### src/rtl/gmii_tx_framer.sv
// GMII transmit framer: wraps a valid/ready/last byte stream in preamble,
// SFD, zero pad and Ethernet FCS, then enforces the inter-frame gap.
// The GMII outputs are registered: each cycle the output logic computes
// the byte for the next cycle from the current state and inputs.
module gmii_tx_framer #(
  parameter int PREAMBLE_LEN = 7,
  parameter int MIN_PAYLOAD  = 60,
  parameter int IFG_BYTES    = 12
) (
  input  logic       gmii_tx_clk,
  input  logic       rst_n,
  input  logic [7:0] s_tdata,
  input  logic       s_tvalid,
  input  logic       s_tlast,
  output logic       s_tready,
  output logic       gmii_tx_en,
  output logic [7:0] gmii_txd,
  output logic       frame_done,
  output logic       underrun_err
);

  typedef enum logic [2:0] {
    IDLE, PREAMBLE, SFD, DATA, PAD, FCS, IFG, DROP
  } state_t;

  localparam logic [15:0] PRE_L = 16'(PREAMBLE_LEN);
  localparam logic [15:0] IFG_L = 16'(IFG_BYTES);
  localparam logic [11:0] MIN_P = 12'(MIN_PAYLOAD);

  state_t      state, state_nxt;
  logic [15:0] aux_cnt;
  logic [10:0] byte_cnt, cnt_inc;
  logic [31:0] crc, crc_step, fcs;
  logic        pre_last, fcs_last, ifg_last, short_frame;

  logic        tx_en_d, frame_done_d, underrun_d, crc_upd;
  logic [7:0]  txd_d, crc_byte;

  // Reflected CRC-32 (0xEDB88320) advanced by one byte, LSB first.
  function automatic logic [31:0] crc32_byte(input logic [31:0] c,
                                             input logic [7:0]  d);
    logic [31:0] r;
    r = c ^ {24'h0, d};
    for (int unsigned i = 0; i < 8; i++)
      r = r[0] ? ((r >> 1) ^ 32'hEDB88320) : (r >> 1);
    return r;
  endfunction

  // Byte count saturates at 2047; oversize frames still go out in full.
  assign cnt_inc     = (byte_cnt == '1) ? byte_cnt : byte_cnt + 11'd1;
  assign short_frame = ({1'b0, cnt_inc} < MIN_P);
  assign pre_last    = (aux_cnt == PRE_L);
  assign fcs_last    = (aux_cnt[1:0] == 2'd3);
  assign ifg_last    = (aux_cnt == IFG_L);
  assign fcs         = ~crc;
  assign crc_step    = crc32_byte(crc, crc_byte);

  // Ready is a pure state decode so it never depends on s_tvalid.
  assign s_tready = (state == SFD) || (state == DATA) || (state == DROP);

  // State register plus the shared per-state cycle counter; entering
  // PREAMBLE starts at 1 because the first 0x55 is emitted on that edge.
  always_ff @(posedge gmii_tx_clk or negedge rst_n) begin
    if (!rst_n) begin
      state   <= IDLE;
      aux_cnt <= '0;
    end else begin
      state <= state_nxt;
      if (state_nxt != state)
        aux_cnt <= (state_nxt == PREAMBLE) ? 16'd1 : '0;
      else
        aux_cnt <= aux_cnt + 16'd1;
    end
  end

  // Next-state decode.
  always_comb begin
    state_nxt = state;
    case (state)
      IDLE:     if (s_tvalid) state_nxt = (PREAMBLE_LEN == 0) ? SFD : PREAMBLE;
      PREAMBLE: if (pre_last) state_nxt = SFD;
      SFD, DATA: begin
        if (!s_tvalid)    state_nxt = DROP;
        else if (s_tlast) state_nxt = short_frame ? PAD : FCS;
        else              state_nxt = DATA;
      end
      PAD:      if (!short_frame) state_nxt = FCS;
      FCS:      if (fcs_last) state_nxt = IFG;
      IFG:      if (ifg_last) state_nxt = IDLE;
      DROP:     if (s_tvalid && s_tlast) state_nxt = IFG;
      default:  state_nxt = IDLE;
    endcase
  end

  // Output decode: value each GMII output takes on the coming edge, and
  // which byte (payload or pad) feeds the CRC on that edge.
  always_comb begin
    tx_en_d      = 1'b0;
    txd_d        = 8'h00;
    frame_done_d = 1'b0;
    underrun_d   = 1'b0;
    crc_upd      = 1'b0;
    crc_byte     = 8'h00;
    case (state)
      IDLE: begin
        if (s_tvalid) begin
          tx_en_d = 1'b1;
          txd_d   = (PREAMBLE_LEN == 0) ? 8'hD5 : 8'h55;
        end
      end
      PREAMBLE: begin
        tx_en_d = 1'b1;
        txd_d   = pre_last ? 8'hD5 : 8'h55;
      end
      SFD, DATA: begin
        if (s_tvalid) begin
          tx_en_d  = 1'b1;
          txd_d    = s_tdata;
          crc_upd  = 1'b1;
          crc_byte = s_tdata;
        end else begin
          underrun_d = 1'b1;
        end
      end
      PAD: begin
        tx_en_d = 1'b1;
        crc_upd = 1'b1;
      end
      FCS: begin
        tx_en_d      = 1'b1;
        frame_done_d = fcs_last;
        case (aux_cnt[1:0])
          2'd0:    txd_d = fcs[7:0];
          2'd1:    txd_d = fcs[15:8];
          2'd2:    txd_d = fcs[23:16];
          default: txd_d = fcs[31:24];
        endcase
      end
      default: ;
    endcase
  end

  // Registered GMII outputs, CRC and payload byte counter.
  always_ff @(posedge gmii_tx_clk or negedge rst_n) begin
    if (!rst_n) begin
      gmii_tx_en   <= 1'b0;
      gmii_txd     <= 8'h00;
      frame_done   <= 1'b0;
      underrun_err <= 1'b0;
      crc          <= '1;
      byte_cnt     <= '0;
    end else begin
      gmii_tx_en   <= tx_en_d;
      gmii_txd     <= txd_d;
      frame_done   <= frame_done_d;
      underrun_err <= underrun_d;
      if (state == IDLE) begin
        crc      <= '1;
        byte_cnt <= '0;
      end else if (crc_upd) begin
        crc      <= crc_step;
        byte_cnt <= cnt_inc;
      end
    end
  end

endmodule
### config.mk
export PLATFORM = sky130hd
export DESIGN_NAME = gmii_tx_framer
export DESIGN_NICKNAME = d
export VERILOG_FILES = /design/src/rtl/gmii_tx_framer.sv
export SDC_FILE = /design/constraint.sdc
export NUM_CORES = 1
export LEC_CHECK = 0
export ABC_AREA = 1
export BUFFER_PORTS_ARGS = -buffer_cell sky130_fd_sc_hd__buf_2
export CORE_AREA = 2 2 97 99
export DETAILED_ROUTE_END_ITERATION = 12
export DIE_AREA = 0 0 99 101
export PLACE_DENSITY = 0.72
export SYNTH_ARGS = -nofsm -noshare
export SYNTH_HDL_FRONTEND = slang
export SYNTH_SLANG_ARGS = --single-unit
### constraint.sdc
create_clock -name gmii_tx_clk -period 2.1 [get_ports gmii_tx_clk]
set_input_delay 0.105 -clock gmii_tx_clk [delete_from_list [all_inputs] [get_ports gmii_tx_clk]]
set_output_delay 0.105 -clock gmii_tx_clk [all_outputs]
set_load 0.03 [all_outputs]
* Word level (Yosys, flattened, before mapping)
Cells that the tools add are included.
** Word-level totals
- Register bits after elaboration :: 73
- Latch bits :: 0
- Memory bits (writable) :: 0
- Bits in read-only memories :: 0
- Input bits :: 12
- Output and inout bits :: 12
- Logic and storage cells :: 82
- Memories :: 0
** Cells by class
- Add/sub/neg operators :: 2
- $mul :: 0
- Divide/modulo/power cells :: 0
- Magnitude comparators :: 1
- Equal/unequal tests :: 15
- Shift-type cells :: 0
- Multiplexer cells :: 37
- Bitwise operators :: 10
- Reductions and logical operators :: 9
** Operator list (number)
- $mux 32 :: 10
- $not 13->14 :: 8
- $mux 11 :: 3
- $not 32->32 :: 1
- $pmux 8 s4 :: 1
- $xor 32x8->32 :: 1
- $mux 3 :: 8
- $mux 8 :: 3
- $pmux 8 s3 :: 1
- $pmux 3 s7 :: 1
- $add 16x1->16 const B :: 1
- $eq 16x3->1 const B :: 1
- $eq 16x4->1 const B :: 1
- $mux 16 :: 1
- $eq 3x3->1 const B :: 4
- $add 11x1->11 const B :: 1
- $eq 11x11->1 const B :: 1
- $lt 11x6->1 const B :: 1
- $mux 7 :: 1
- $eq 3x1->1 const B :: 2
- $eq 3x2->1 const B :: 2
- $mux 1 :: 6
- $reduce_or 3->1 :: 2
- $eq 2x2->1 const B :: 2
- 9 further kinds :: 11

* Logic depth before layout (Yosys ltp)
- Word-level depth :: 22
- Mapped depth :: 18
- Depth with buffers taken out :: 17

* Least setup slack after synthesis
OpenSTA, ideal clock, no wires.
- Path type :: register to register
- From :: register byte_cnt[0]
- To :: register aux_cnt[11]
- Setup time :: 0.071 ns
- Data arrival time :: 1.826 ns
- Required time :: 2.029 ns
- Setup slack :: 0.203 ns
- Cell stages (with the launch flop) :: 15
- Path buffers :: 1
- Clock period less this slack :: 1.897 ns
- Cell sequence :: dfrtp_1 -> ha_1 -> nand2_1 -> nor2_1 -> nand3_2 -> nand2_1 -> nand3_1 -> nand3_1 -> nand2_1 -> nand3_2 -> nand2_1 -> nand2_1 -> nand2_2 -> buf_6 -> nor2_1
** On the way
- Longest elaborated chain between the ends :: 9
- Elaborated cells on any way between the ends :: 11
- Those cells by class :: 1 x add/sub; 1 x order compare; 2 x eq/ne; 7 x mux
** Ends and longest elaborated chain
- from (decl) :: line 32 : logic [10:0] byte_cnt, cnt_inc;
- from (signal assigned) :: line 162 : byte_cnt <= cnt_inc;
- $add 11x1->11 / $eq 11x11->1 (equally long branches) :: line 50 : assign cnt_inc = (byte_cnt == '1) ? byte_cnt : byte_cnt + 11'd1;
- $mux 11 (*) :: line 50
- $lt 11x6->1 (*) :: line 51 : assign short_frame = ({1'b0, cnt_inc} < MIN_P);
- $mux 1 :: line 84 : else if (s_tlast) state_nxt = short_frame ? PAD : FCS;
- $mux 3 :: line 84
- $mux 3 :: line 83 : if (!s_tvalid) state_nxt = DROP;
- $pmux 3 s7 (*) :: line 79 : case (state)
- via state_nxt[0] :: line 30 : state_t state, state_nxt;
- $ne 3x3->1 (*) :: line 69 : if (state_nxt != state)
- $mux 16 (*) :: line 69
- to (signal assigned) :: line 70 : aux_cnt <= (state_nxt == PREAMBLE) ? 16'd1 : '0;
- to (signal assigned) :: line 72 : aux_cnt <= aux_cnt + 16'd1;
- to (decl) :: line 31 : logic [15:0] aux_cnt;
Mark *: on every way through the listed nets, which the timed path passes. The rest lies on a longest branch.
A chain may end at the register's enable or synchronous reset.

* Worst setup path in the final report
- From :: register state[2]
- To :: register crc[27]
** On the way
- Longest elaborated chain between the ends :: 17
- Elaborated cells on any way between the ends :: 23
- Those cells by class :: 3 x eq/ne; 12 x mux; 5 x bitwise; 3 x reduce/logical
** Ends and longest elaborated chain
- from (decl) :: line 30
- from (signal assigned) :: line 68 : state <= state_nxt;
- $eq 3x2->1 :: line 104 : case (state)
- $reduce_or 2->1 :: line 104
- $mux 8 :: line 104
- $xor 32x8->32 :: line 43 : r = c ^ {24'h0, d};
- $mux 32 (4 in a row) :: line 45 : r = r[0] ? ((r >> 1) ^ 32'hEDB88320) : (r >> 1);
- $not 13->14 (no line)
- $mux 32 :: line 45
- $not 13->14 (no line)
- $mux 32 (2 in a row) :: line 45
- $not 13->14 (no line)
- $mux 32 :: line 45
- $mux 32 :: line 160 : end else if (crc_upd) begin
- $mux 32 :: line 157 : if (state == IDLE) begin
- to (signal assigned) :: line 161 : crc <= crc_step;
- to (decl) :: line 33 : logic [31:0] crc, crc_step, fcs;
Parallel ways exist; a longest one is shown, timed or not. The select of a mux whose other input is x is not followed.

==> impl_metrics.ini <==
[placed_design]
dp.cells = 767
port_buffers = 23
globalplace.congestion = 0.934
dp_hpwl_mm = 8.30

[drt]
vias = 4314
viasPerCell = 5.37
drt-total-wl_mm = 12.5
dr.pass1.iters = 5
avgRoutedWirePerCell_um = 15.6
drc = 0
dr.first_iter.drc_count = 301
antenna_left = 0

[power_and_ir_drop]
cellPowerDensity_mw_per_mm2 = 1680
power.leakage_nw = 2.78
power_mw = 9.85
ir_drop_uv = 634

[floorplanning]
die-area_mm2 = 0.0100
fp.coreArea_mm2 = 0.00898
rows = 35
dieWidth_um = 99
die_h_um = 101
initial_core_util = 0.539
num_io_pins = 24

[worst_hold_path]
hold_depth = 2
hold_start = s_tvalid
hp-class = primary input to flop

[sta]
final.setup_skew_ns = 0.0145
whs_ns = 0.0936
setup_viol = 0
final_max_slew_viol_count = 0
fin_crit_ns = 2.09
fmax_mhz = 478
relSlewSlack = 0.722
tns_ns = 0
hold_viol_final = 0
worstMarginPinSlew_ns = 0.417
rsz0062_at_grt = true
fin_crit_sh = 0.997

[cells_and_area]
stdcell_count = 804
nets = 705
area_growth_pct = 21.3
n_antenna_cell = 0
drive_above_1_share = 0.277

[yosys]
syn_area_per_cell_um2 = 7.82
synth.distinct_cells = 45
synthFlopType = dfrtp_1
synth_seq_cells = 73
netlist_area_mm2 = 0.00483
synth_edf_count = 0
yosysSeqAreaShare = 0.386
synth_common_cells = nand2_1 (137), inv_1 (89), nor2_1 (61)
synth_area_leaders = dfrtp_1 (21%), dfstp_2 (17%), nand2_1 (11%), xor2_1 (8.2%), inv_1 (6.9%)
yosys_warnings = 0
synth_top_cell_by_area = dfrtp_1
syn_inst = 618
async_reset_ff_frac = 1.00
synth_nets = 635
yosysMostFrequentCell = nand2_1
netlist.area_leader.share = 0.212

[critical_path]
required_ns = 2.37
startpoint = state[2]
r2r-start = state[2]
crit_path_start_kind = flop
cp.arrival_ns = 2.36
crit_type = flop to flop
crit_path_end_kind = flop
crit_fanout = 6
reg2reg_depth = 11

[grt]
grt_pass1_wl_mm = 19.6
overflow = 0
use_met1 = 0.339
grt_util_met3 = 0.0423
busiest_layer = met2
grt_antenna_before_repair = 0
grtUsageTotal = 0.249
gr-usage-met2 = 0.405
grt_pass1_vias = 4094
grt_max_degree = 74

[status]
status = finished clean

[clocking]
path_clk_slew_ns = 0.09
numCtsBuffers = 9
cts.htree.levels = 3
cts_tree = done
clk_latency_ns = 0.36
clockBufferDepth = 2
cts-root-buf = clkbuf_8
cts.sinks = 73

[run]
cap_violations = 0
-- metrics by stage --
| step | cell area [um^2] | worst slack, ns | utilization |
|---|---|---|---|
| final | 5860 | 0.00591 | 0.653 |
| after CTS | 5490 | 0.00105 | 0.611 |
| after global placement | 5260 | -0.0552 | 0.586 |
| after detailed placement | 5260 | -0.151 | 0.586 |
| after global routing | 5860 | -0.0927 | 0.653 |
| after floorplan | 4830 | 0.203 | - |
-- per-layer routing --
metal	part of all wire	vias up
met5	0	-
met1	0.43	2028
li1	-	2093
met4	0.027	0
met2	0.48	160
met3	0.062	33
-- path summary, 6_finish.rpt --
path	end	slack (ns)
max	crc[27]	0.006
min	underrun_err	0.09
max reg2reg	crc[27]	0.006
min reg2reg	crc[8]	0.49
max in group asynchronous	crc[19]	1.46
min in group asynchronous	byte_cnt[9]	0.28
-- report_power, final --
group | internal [mW] | switching, mW
logic | 2.54 | 3.66
registers | 2.12 | 0.522
clock network | 0.431 | 0.580
total | 5.09 | 4.76
-- logic make-up after synthesis --
family | share of synthesized area
buf+inv | 0.0921
simple gates | 0.260
compound gates | 0.107
xor+xnor | 0.142
fa+ha+maj | 0.0129
flops | 0.386
-- repair_timing --
action | CTS | global route
pin swaps | 1 | 17
hold buffers | 1 | 0
cloned | 0 | 2
gates resized for setup | 8 | 47
endpoints found under the hold margin | 41 | 0
setup endpoints to repair | 20 | 30
setup buffers | 0 | 18
-- sequential cells by signal (all words and copies together) (netlist names) --
register / count
crc: 32
aux_cnt: 16
byte_cnt: 11
gmii_txd: 8
state: 3
frame_done: 1
gmii_tx_en: 1
underrun_err: 1
-- cells in the final DEF, fill, tap and decap left out, types with 3 or more instances in the layout --
cell and instances:
o22ai_1 23, xor2_2 6, dfrtp_2 4, nand2_4 9, xor2_4 7, nand4_1 9, dfstp_2 32, buf_2 23
buf_12 5, xnor2_1 11, dfrtp_1 37, inv_1 86, nand2_2 12, clkbuf_8 9, xor2_1 38, inv_2 10
buf_4 38, nor2_4 9, nor2_1 52, o221ai_1 4, ha_1 3, a21oi_1 16, o21ai_0 36, clkinv_4 3
nand2_1 130, nor3_1 3, nand3_1 34, nor2_2 7
-- area by class of cell --
type / instances / area, um^2
multi-input cells: 437 / 2780
inverters: 99 / 377
flip-flops and latches: 73 / 1870
well taps: 111 / 139
clock buffers: 10 / 128
clock inverters: 6 / 45.0
repair buffers: 68 / 522
fillers: 709 / 3110
-- worst max-delay path, stage by stage (launching register included) --
cell     delay (ns)
dfrtp_1        0.41
inv_4          0.12
nand2_8        0.10
nor2_4         0.13
nand2_4        0.09
xor2_4         0.20
buf_12         0.16
xor2_4         0.20
xor2_1         0.28
nand2_1        0.09
nand3_1        0.10
o21ai_0        0.10
Note: power is estimated with default switching activity, not from simulation.
